[src/rtl/cic_ctrl_pkg.sv]
// ---------------------------------------------------------------------------
// cic_ctrl_pkg
//
// Shared definitions for the CIC decimator rate controller:
//   - ctrl_state_t   : controller FSM state encoding
//   - rate_is_valid  : checks a requested ratio against the decimator's
//                      maximum ratio (1 <= rate <= max_rate, unsigned)
//   - max3           : helper used to size the shared state counter
// ---------------------------------------------------------------------------
package cic_ctrl_pkg;

    typedef enum logic [2:0] {
        INIT_FLUSH,
        IDLE,
        WAIT_BOUNDARY,
        FLUSH,
        APPLY,
        SETTLE
    } ctrl_state_t;

    // The rate is passed zero-extended to 64 bits so that one function serves
    // every RATE_DW up to 64; the compare is unsigned throughout.
    function automatic logic rate_is_valid(input logic [63:0] rate,
                                           input int unsigned max_rate);
        return (rate != 64'd0) && (rate <= 64'(max_rate));
    endfunction

    function automatic int unsigned max3(input int unsigned a,
                                         input int unsigned b,
                                         input int unsigned c);
        int unsigned m;
        m = (a > b) ? a : b;
        return (m > c) ? m : c;
    endfunction

endpackage

[src/rtl/cic_rate_ctrl.sv]
// ---------------------------------------------------------------------------
// cic_rate_ctrl
//
// Changes the decimation ratio of a CIC decimator without producing corrupt
// output samples. A new ratio is only applied at an output boundary: the
// controller waits for the decimator's output strobe (or a timeout), flushes
// the decimator with a synchronous reset, loads the new ratio with a
// single-cycle pulse, then blanks the output until the filter has settled.
//
// Ports:
//   clk                 rising-edge clock
//   reset               asynchronous, active-high reset
//   s_axis_cfg_tdata    requested decimation ratio
//   s_axis_cfg_tvalid   request valid
//   s_axis_cfg_tready   request ready (high only while idle)
//   dec_out_tvalid      decimator output strobe (monitored)
//   m_axis_rate_tdata   ratio to decimator rate port
//   m_axis_rate_tvalid  single-cycle rate-load pulse
//   cic_reset_n         active-low synchronous flush to the decimator
//   blank               high while decimator output is not trustworthy
//   current_rate        last applied ratio
//   cfg_error           one-cycle pulse on a rejected request
//
// All outputs are registered and are a pure function of the registered state
// (plus the rate registers), so they change only on clock edges.
// ---------------------------------------------------------------------------
module cic_rate_ctrl
    import cic_ctrl_pkg::*;
#(
    parameter int unsigned RATE_DW          = 32,
    parameter int unsigned CIC_R            = 10,
    parameter int unsigned FLUSH_CYCLES     = 4,
    parameter int unsigned SETTLE_OUTPUTS   = 7,
    parameter int unsigned BOUNDARY_TIMEOUT = 64
) (
    input  logic               clk,
    input  logic               reset,
    input  logic [RATE_DW-1:0] s_axis_cfg_tdata,
    input  logic               s_axis_cfg_tvalid,
    output logic               s_axis_cfg_tready,
    input  logic               dec_out_tvalid,
    output logic [RATE_DW-1:0] m_axis_rate_tdata,
    output logic               m_axis_rate_tvalid,
    output logic               cic_reset_n,
    output logic               blank,
    output logic [RATE_DW-1:0] current_rate,
    output logic               cfg_error
);

    localparam int unsigned CNT_MAX = max3(FLUSH_CYCLES, SETTLE_OUTPUTS, BOUNDARY_TIMEOUT);
    localparam int unsigned CNT_W   = $clog2(CNT_MAX + 1);

    localparam logic [CNT_W-1:0]   CNT_ONE    = CNT_W'(1);
    localparam logic [CNT_W-1:0]   CNT_FLUSH  = CNT_W'(FLUSH_CYCLES);
    localparam logic [CNT_W-1:0]   CNT_SETTLE = CNT_W'(SETTLE_OUTPUTS);
    localparam logic [CNT_W-1:0]   CNT_TMO    = CNT_W'(BOUNDARY_TIMEOUT);
    localparam logic [RATE_DW-1:0] RATE_MAX   = RATE_DW'(CIC_R);

    ctrl_state_t        state_q, state_d;
    logic [CNT_W-1:0]   count_q, count_d;
    logic [RATE_DW-1:0] target_q, target_d;
    logic [RATE_DW-1:0] rate_d;
    logic               cfg_error_d;
    logic               cic_reset_n_d;
    logic               blank_d;
    logic               tready_d;
    logic               rate_tvalid_d;
    logic [RATE_DW-1:0] rate_tdata_d;
    logic               req_fire;
    logic               req_ok;

    // A request is taken whenever the registered ready is high, which only
    // happens in IDLE.
    assign req_fire = s_axis_cfg_tvalid && s_axis_cfg_tready;
    assign req_ok   = rate_is_valid(64'(s_axis_cfg_tdata), CIC_R);

    // Next-state logic. The one counter is reloaded on every state entry and
    // counts down to 1; a state that lasts N cycles (or N events) is left on
    // the edge where the counter reads 1.
    always_comb begin
        state_d     = state_q;
        count_d     = count_q;
        target_d    = target_q;
        rate_d      = current_rate;
        cfg_error_d = 1'b0;

        case (state_q)
            INIT_FLUSH, FLUSH: begin
                if (count_q == CNT_ONE) begin
                    state_d = APPLY;
                    count_d = CNT_ONE;
                end else begin
                    count_d = count_q - CNT_ONE;
                end
            end

            IDLE: begin
                if (req_fire) begin
                    if (!req_ok) begin
                        cfg_error_d = 1'b1;
                    end else if (s_axis_cfg_tdata != current_rate) begin
                        target_d = s_axis_cfg_tdata;
                        state_d  = WAIT_BOUNDARY;
                        count_d  = CNT_TMO;
                    end
                end
            end

            WAIT_BOUNDARY: begin
                // Flushing right after an output strobe loses no sample that
                // was already in flight to the consumer.
                if (dec_out_tvalid || (count_q == CNT_ONE)) begin
                    state_d = FLUSH;
                    count_d = CNT_FLUSH;
                end else begin
                    count_d = count_q - CNT_ONE;
                end
            end

            APPLY: begin
                state_d = SETTLE;
                count_d = CNT_SETTLE;
                rate_d  = target_q;
            end

            SETTLE: begin
                if (dec_out_tvalid) begin
                    if (count_q == CNT_ONE) begin
                        state_d = IDLE;
                        count_d = '0;
                    end else begin
                        count_d = count_q - CNT_ONE;
                    end
                end
            end

            default: begin
                state_d = INIT_FLUSH;
                count_d = CNT_FLUSH;
            end
        endcase
    end

    // Output values derived from the state being entered, so the registered
    // outputs line up cycle-for-cycle with the registered state.
    always_comb begin
        cic_reset_n_d = !((state_d == INIT_FLUSH) || (state_d == FLUSH));
        blank_d       = (state_d != IDLE) && (state_d != WAIT_BOUNDARY);
        tready_d      = (state_d == IDLE);
        rate_tvalid_d = (state_d == APPLY);
        rate_tdata_d  = (state_d == APPLY) ? target_d : rate_d;
    end

    // State, counter, rate registers and registered outputs. Reset lands in
    // INIT_FLUSH with the maximum ratio as target, so the decimator is always
    // brought up through a full flush/apply/settle sequence and any pending
    // request is discarded.
    always_ff @(posedge clk or posedge reset) begin
        if (reset) begin
            state_q            <= INIT_FLUSH;
            count_q            <= CNT_FLUSH;
            target_q           <= RATE_MAX;
            current_rate       <= RATE_MAX;
            cic_reset_n        <= 1'b0;
            blank              <= 1'b1;
            s_axis_cfg_tready  <= 1'b0;
            m_axis_rate_tvalid <= 1'b0;
            m_axis_rate_tdata  <= RATE_MAX;
            cfg_error          <= 1'b0;
        end else begin
            state_q            <= state_d;
            count_q            <= count_d;
            target_q           <= target_d;
            current_rate       <= rate_d;
            cic_reset_n        <= cic_reset_n_d;
            blank              <= blank_d;
            s_axis_cfg_tready  <= tready_d;
            m_axis_rate_tvalid <= rate_tvalid_d;
            m_axis_rate_tdata  <= rate_tdata_d;
            cfg_error          <= cfg_error_d;
        end
    end

endmodule

[config.mk]
export PLATFORM = sky130hd
export DESIGN_NAME = cic_rate_ctrl
export DESIGN_NICKNAME = d
export VERILOG_FILES = /design/src/rtl/cic_ctrl_pkg.sv /design/src/rtl/cic_rate_ctrl.sv
export SDC_FILE = /design/constraint.sdc
export NUM_CORES = 1
export LEC_CHECK = 0
export ABC_AREA = 1
export CAP_MARGIN = 10
export CORE_MARGIN = 5
export CORE_UTILIZATION = 46
export CTS_CLUSTER_SIZE = 10
export DETAILED_ROUTE_END_ITERATION = 7
export PLACE_DENSITY = 0.83
export SYNTH_ARGS = -nofsm -noshare
export SYNTH_HDL_FRONTEND = slang
export SYNTH_SLANG_ARGS = --single-unit
[constraint.sdc]
create_clock -name clk -period 3.6 [get_ports clk]
set_input_delay 0.9 -clock clk [delete_from_list [all_inputs] [get_ports clk]]
set_output_delay 0.9 -clock clk [all_outputs]
set_load 0.01 [all_outputs]
# After elaboration in Yosys (flattened, before gate mapping)
# Index checks and enable logic that the tools add are counted.
[totals]
n_memories = 0
out_inout_bits = 69
romBits = 0
wordCells = 64
register_bits = 111
latchBits = 0
in_bits = 36
ramBits = 0
[classes]
multipliers = 0
mux = 25
n_div = 0
bitwise_logic = 0
magnitude_cmp = 1
eq_ne = 16
add_sub_neg = 1
reduce_logical = 11
shifts = 0
[ops]
columns = ["operator", "n"]
rows = [
  ["32-bit 2-to-1 mux", 6],
  ["7-bit 2-to-1 mux", 7],
  ["7-bit one-hot mux with 5 select lines", 1],
  ["32-bit by 4-bit less-or-equal comparator with 1-bit output (second input constant)", 1],
  ["32-bit inequality test", 1],
  ["32-bit nonzero test", 1],
  ["3-bit 2-to-1 mux", 7],
  ["3-bit one-hot mux with 5 select lines", 1],
  ["3-bit by 2-bit equality test with 1-bit output (second input constant)", 3],
  ["3-bit equality test (second input constant)", 3],
  ["2-bit inequality test (second input constant)", 4],
  ["7-bit by 1-bit equality test with 1-bit output (second input constant)", 1],
  ["7-bit by 1-bit subtractor with 7-bit output (second input constant)", 1],
  ["3-bit by 1-bit equality test with 1-bit output (second input constant)", 2],
  ["3-bit zero test", 2],
  ["4-bit AND reduction", 1],
  ["1-bit logical AND", 3],
  ["1-bit 2-to-1 mux", 3],
  ["3-bit by 1-bit inequality test with 1-bit output (second input constant)", 1],
  ["3-bit by 2-bit inequality test with 1-bit output (second input constant)", 1],
  ["1-bit logical OR", 2],
  ["2-bit OR reduction", 1],
  ["1-bit zero test", 1],
]

# Logic depth before layout (Yosys ltp)
# Gate-level depths: netlist (run 1).
[logic_depth]
ltp_word = 8
depth_mapped = 15
depth_no_buf = 14

# Least setup slack after synthesis (run 1)
# No wires, ideal clock.
[synth_path]
kind = "input -> register"
startpoint = "input port s_axis_cfg_tdata[5]"
endpoint = "register m_axis_rate_tdata[10]"
arrival_time_ps = 1890
stages = 10
setup_slack_ps = 1591
setup_ps = 119
path_buffers = 2
required_ps = 3481
cell_sequence = "nor2_1 > nand3_1 > nor2_1 > nand3_1 > nor2_2 > nand3_2 > buf_6 > buf_12 > nand2_4 > o21ai_2"
[synth_via]
elab_chain_len = 7
elab_cells_between_ends = 14
classes_between = "order compare (1); eq/ne (2); mux (9); reduce/logical (2)"
[synth_rtl]
columns = ["item", "line_no", "rtl"]
rows = [
  ["start, declared", "cic_rate_ctrl.sv:38", "input logic [RATE_DW-1:0] s_axis_cfg_tdata,"],
  ["32-bit by 4-bit less-or-equal comparator with 1-bit output, or another cell as far along", "cic_ctrl_pkg.sv:25", "return (rate != 64'd0) && (rate <= 64'(max_rate));"],
  ["1-bit logical AND / 3-bit 2-to-1 mux (equally long branches)", "cic_ctrl_pkg.sv:25, cic_rate_ctrl.sv:101", ""],
  ["3-bit 2-to-1 mux", "cic_rate_ctrl.sv:99", "if (!req_ok) begin"],
  ["3-bit 2-to-1 mux", "cic_rate_ctrl.sv:98", "if (req_fire) begin"],
  ["3-bit one-hot mux with 5 select lines", "cic_rate_ctrl.sv:87", "case (state_q)"],
  ["3-bit equality test", "cic_rate_ctrl.sv:151", "rate_tdata_d = (state_d == APPLY) ? target_d : rate_d;"],
  ["32-bit 2-to-1 mux *", "cic_rate_ctrl.sv:151", ""],
  ["net rate_tdata_d[10]", "cic_rate_ctrl.sv:68", "logic [RATE_DW-1:0] rate_tdata_d;"],
  ["end signal, assigned", "cic_rate_ctrl.sv:179", "m_axis_rate_tdata <= rate_tdata_d;"],
  ["end, declared", "cic_rate_ctrl.sv:42", "output logic [RATE_DW-1:0] m_axis_rate_tdata,"],
]
# Mark *: on every way through the listed nets, which the timed path passes. The rest lies on a longest branch.
# A chain may end at the register's enable or synchronous reset.

# Final worst setup path (run 1)
[layout_path]
startpoint = "input port s_axis_cfg_tdata[22]"
endpoint = "register m_axis_rate_tdata[27]"
# The elaborated chain is that of the path after synthesis.

==> run metrics, run 1 <==
Die ar.=~13000 um^2; DRC errors left=0; RSZ-0062 raised after global routing=no; synthesized flop and latch total=about 110; fin. max-slew vios=0; CTS root buf=clkbuf_8; layout cell share with drive strength beyond 1=0.121; cts repair resizes=0; # hold bufs at CTS=0; Worst setup SP type=input pin; Critical Path RT=roughly 3.8 ns; most frequent cell after synthesis=nand2_1; Final Wtd Congestion=around 0.86; n_diodes=0; Iteration-0 DRC Markers=between 150 and 200; Die Height=116 um; total grt overflow=0; cells taking the most area after synthesis=dfrtp_1 (50%), nand2_1 (14%), inv_1 (4.5%), xnor2_1 (4.4%), dfstp_2 (4.1%); maximum VDD drop=0.000404 V; fin area=6450 um^2; endpoints failing setup=0; Synth cell types=39; period utilization=0.734; DPL Wire Length=9100 um; max-cap check violation count=0; Via Count=between 4000 and 5000; # IOs=between 100 and 150; FF-to-FF setup slack=1.08 ns; Antenna Violating Nets Remaining=0; sequential area share after synthesis=0.542; global-route wire length before repair=slightly above 20000 um; initial antenna violation count=0; Hold/Removal Path Class=register to register; fin crit period=~2.6 ns; FMAX=378 MHz; Synth area leader=dfrtp_1; wire per inst=between 10 and 15 um; # H-tree levels=3; latest clock arrival within the worst-skew pair=roughly 0.37 ns; total wire length=between 10000 and 15000 um; relative slew slack=0.250; Die Width=between 100 and 150 um; Post-Syn Instances=579; Num Clock Sinks=111; critical path class=input pin to register; Mapped Avg Cell Area=between 8 and 9 um^2; Area Overhead vs Synth=25.5%; TritonCTS clock tree=yes; number of global-route vias before repair=between 4000 and 5000; port bufs=between 100 and 150; EDFF count, synth=0; CP Capture Type=register; yosys warns=0; largest net degree at the start of global routing=48; top post-synthesis cells by count=nand2_1 (198), dfrtp_1 (103), inv_1 (61); Synth top area share=0.501; drt pass-1 iters=4; status=finished, final reports clean; Nets=about 720; Core Box Area=10900 um^2; Fin. Hold Viols=0; final core area utilization=0.593; syn nets=~620; P_leak=3.19 nW; pwr dens=between 400 and 500 nW/um^2; Total GRT Usage=0.193; Post-DP Area=6290 um^2; ys async rst share=1.00; Num CTS Buffers=9; mapped cell area=between 5000 and 6000 um^2; Slew @ Worst Pin=1.12 ns; critical path arrival=between 2 and 3 ns; setup total negative slack=0 ns; Design Power=between 0.003 and 0.004 W; setup repair bufs after CTS=0; Max Root-Sink Buffers=2; CP max FO=19; vias per cell=between 4 and 5; clk_skew=0.0110 ns; Worst-path clk slew=roughly 0.090 ns; ys flop type=dfrtp_1; Row Count=38; Initial Util=0.472
cell families after synthesis:
logic type      Yosys count  share of synthesized area
compound gates           57                     0.0667
buf+inv                  83                     0.0752
flops                   111                      0.542
fa+ha+maj                 2                    0.00486
xor+xnor                 30                     0.0511
simple gates            296                      0.260
power by group:
part	internal, W	leakage (nW)	switching (W)
logic	0.000421	1.61	0.000588
registers	0.00139	1.49	0.0000869
clock network	0.000261	0.0877	0.000389
total	0.00207	3.19	0.00106
worst max-delay path, cell delays in order:
cell,delay (ns)
clkdlybuf4s50_1,0.43
nor2_1,0.26
nand4_1,0.13
nor2_1,0.21
nand3_1,0.14
nor2_2,0.15
nand3_2,0.14
buf_4,0.28
nand2_1,0.13
o21ai_1,0.08
path summary, 6_finish.rpt:
kind | to | cells after the start | start
min | target_q[25] | 2 | target_q[25]
max in group asynchronous | current_rate[24] | 3 | reset
max | m_axis_rate_tdata[27] | 10 | s_axis_cfg_tdata[22]
min in group asynchronous | count_q[6] | 2 | reset
min reg2reg | target_q[25] | 2 | target_q[25]
max reg2reg | m_axis_rate_tdata[12] | 7 | state_q[2]
per-stage QoR:
stage	worst slack (ns)	hold WS, ns	instances
after floorplan	1.36	0.456	579
after global placement	0.601	0.469	813
after detailed placement	0.530	0.478	813
after CTS	0.919	0.502	827
after global routing	0.790	0.533	827
final	0.957	0.497	827
area by class of cell:
cell class	count	area [um^2]
fillers	944	4430
flip-flops and latches	111	2790
multi-input cells	385	1970
repair buffers	111	1110
inverters	66	254
well taps	140	175
clock buffers	10	138
clock inverters	4	23.8
layout by cell type (no fill, tap or decap), types with 2 or more instances in the layout:
cell type / synthesis / routed
dfrtp_1: 103 / 103
nor3_2: 3 / 3
nand3_1: 13 / 13
nand3b_1: 2 / 2
nand2_2: 14 / 14
inv_1: 61 / 60
nand4_1: 3 / 3
xnor2_1: 26 / 26
clkdlybuf4s50_1: 0 / 104
nor2_1: 42 / 42
clkinv_2: 0 / 3
inv_2: 3 / 3
nor2_2: 3 / 3
dfstp_2: 8 / 8
ha_1: 2 / 2
buf_4: 2 / 6
o21ai_0: 12 / 12
o21ai_1: 22 / 22
xor2_1: 4 / 4
a21oi_2: 2 / 2
o21a_1: 4 / 4
o21ai_2: 10 / 10
clkbuf_8: 0 / 10
nand2_4: 11 / 11
nand2_1: 198 / 198
a21oi_1: 5 / 5
layer usage:
layer | up-vias | track usage | wire length [um]
met4 | 0 | 0.0650 | 194
met5 | - | 0 | 0
met1 | 1941 | 0.251 | 5220
met2 | 129 | 0.331 | 6170
li1 | 1972 | - | -
met3 | 17 | 0.0324 | 769
flip-flops by register name (all words and copies together) (netlist names):
signal              cells
current_rate           32
m_axis_rate_tdata      32
m_axis_rate_tvalid      1
state_q                 3
cic_reset_n             1
count_q                 7
blank                   1
cfg_error               1
s_axis_cfg_tready       1
target_q               32
Note: power is estimated with default switching activity, not from simulation.
==> run 2, diff against run 1 <==
Clock period 3.6 ns to 2.13 ns, I/O delays scaled along.
==> run metrics, run 2 (synthesized netlist as in run 1, its figures left out) <==
number of global-route vias before repair=4258; relative slew slack=0.741; Die ar.=around 13000 um^2; Initial Util=0.472; Fin. Hold Viols=0; Row Count=38; Post-DP Area=about 6600 um^2; # H-tree levels=3; Area Overhead vs Synth=34.8%; Nets=~750; drt pass-1 iters=4; Iteration-0 DRC Markers=approximately 210; area occupied by registers=about 2800 um^2; fin area=6940 um^2; pwr dens=817 nW/um^2; CTS root buf=clkbuf_8; latest clock arrival within the worst-skew pair=around 0.38 ns; CP startpoint=s_axis_cfg_tdata[22]; TritonCTS clock tree=yes; Placement Setup Slack=-0.420 ns; Num Clock Sinks=about 110; Max Root-Sink Buffers=2; status=finished, final reports clean; critical path class=input pin to register; vias per cell=between 4 and 5; Largest regs=current_rate x32, m_axis_rate_tdata x32, target_q x32; endpoints failing setup=0; Die Width=116 um; DRC errors left=0; Worst-path clk slew=0.10 ns; FMAX=between 400 and 500 MHz; port bufs=104; clk_skew=about 0.011 ns; commonest non-fill, non-tap cell in the layout=nand2_1; Design Power=about 0.0057 W; Antenna Violating Nets Remaining=0; fin crit period=about 2.1 ns; Final Wtd Congestion=about 0.8; Die Height=approximately 120 um; period utilization=0.978; Critical Path RT=~2.4 ns; largest net degree at the start of global routing=63; maximum VDD drop=between 0.0005 and 0.0006 V; R2R Path Start=current_rate[3]; Hold/Removal Path Class=register to register; n_diodes=0; Multi-input gate area=~2100 um^2; global-route wire length before repair=between 20000 and 25000 um; # IOs=around 110; Num CTS Buffers=9; Non-Filler Instances=860; Worst setup SP type=input pin; filler cell count=852; RR Endpoint=m_axis_rate_tdata[28]; max-cap check violation count=0; Via Count=between 4000 and 5000; final worst setup slack=about 0.047 ns; DPL Wire Length=around 9000 um; most frequent cells in the layout=nand2_1 (196), dfrtp_1 (103), clkdlybuf4s50_1 (95); Slew @ Worst Pin=roughly 0.4 ns; R2R depth=10; P_leak=around 3.5 nW; final core area utilization=0.637; CP max FO=8; Placed Cells=about 840; critical path arrival=approximately 2.4 ns; total grt overflow=0; fin. max-slew vios=0; initial antenna violation count=0; total wire length=12600 um; Total GRT Usage=0.196; CP endpoint=target_q[0]; # hold bufs at CTS=0; FF-to-FF setup slack=0.32 ns; CP Capture Type=register; Core Box Area=about 11000 um^2; layout cell share with drive strength beyond 1=0.192; setup repair bufs after CTS=0; wire per inst=14.6 um
-- run 2: worst min path at each step --
stage / start / endpoint / cells past startpoint
floorplan: target_q[25] / target_q[25] / 2
global placement: target_q[26] / target_q[26] / 2
detailed placement: target_q[25] / target_q[25] / 2
CTS: target_q[25] / target_q[25] / 2
global route: target_q[15] / target_q[15] / 2
finish: target_q[25] / target_q[25] / 2
-- run 2: what timing repair did --
| item | in CTS | in global routing |
|---|---|---|
| setup endpoints to repair | 6 | 70 |
| cloned | 0 | 0 |
| pin swaps | 0 | 12 |
| resized for setup | 1 | 36 |
-- run 2: power by group --
group	switching (W)	internal (W)	leakage, nW
Combinational	0.00105	0.000789	1.90
Clock	0.000722	0.000617	0.103
Sequential	0.000141	0.00235	1.49
Total	0.00191	0.00376	3.49
-- run 2: critical path, cell delays in order --
cell and delay [ns]:
clkdlybuf4s50_1 0.45, nor2_2 0.18, nand4_1 0.12, nor2_2 0.19, nand3_2 0.13, nor2_4 0.14
nand3_4 0.13, buf_12 0.17, buf_4 0.14, o21a_1 0.16
-- run 2: per-stage QoR --
step	setup TNS, ns	hold slack [ns]
3_3_place_gp	-23.82	0.470
5_1_grt	-0.984	0.528
3_5_place_dp	-23.73	0.478
4_1_cts	0	0.504
2_1_floorplan	0	0.456
6_report	0	0.504
-- run 2: routing by layer --
| layer | GRT usage | vias up | routed length [um] |
|---|---|---|---|
| met5 | 0 | - | 0 |
| met4 | 0.0572 | 0 | 187 |
| met3 | 0.0580 | 17 | 910 |
| met2 | 0.323 | 114 | 6210 |
| met1 | 0.251 | 2000 | 5240 |
| li1 | - | 2052 | - |
-- run 2: final cells by class --
type	count	area share
clock inverters	5	0.00902
well taps	140	0.0253
flip-flops and latches	111	0.402
clock buffers	11	0.0218
repair buffers	142	0.205
multi-input cells	385	0.300
inverters	66	0.0366
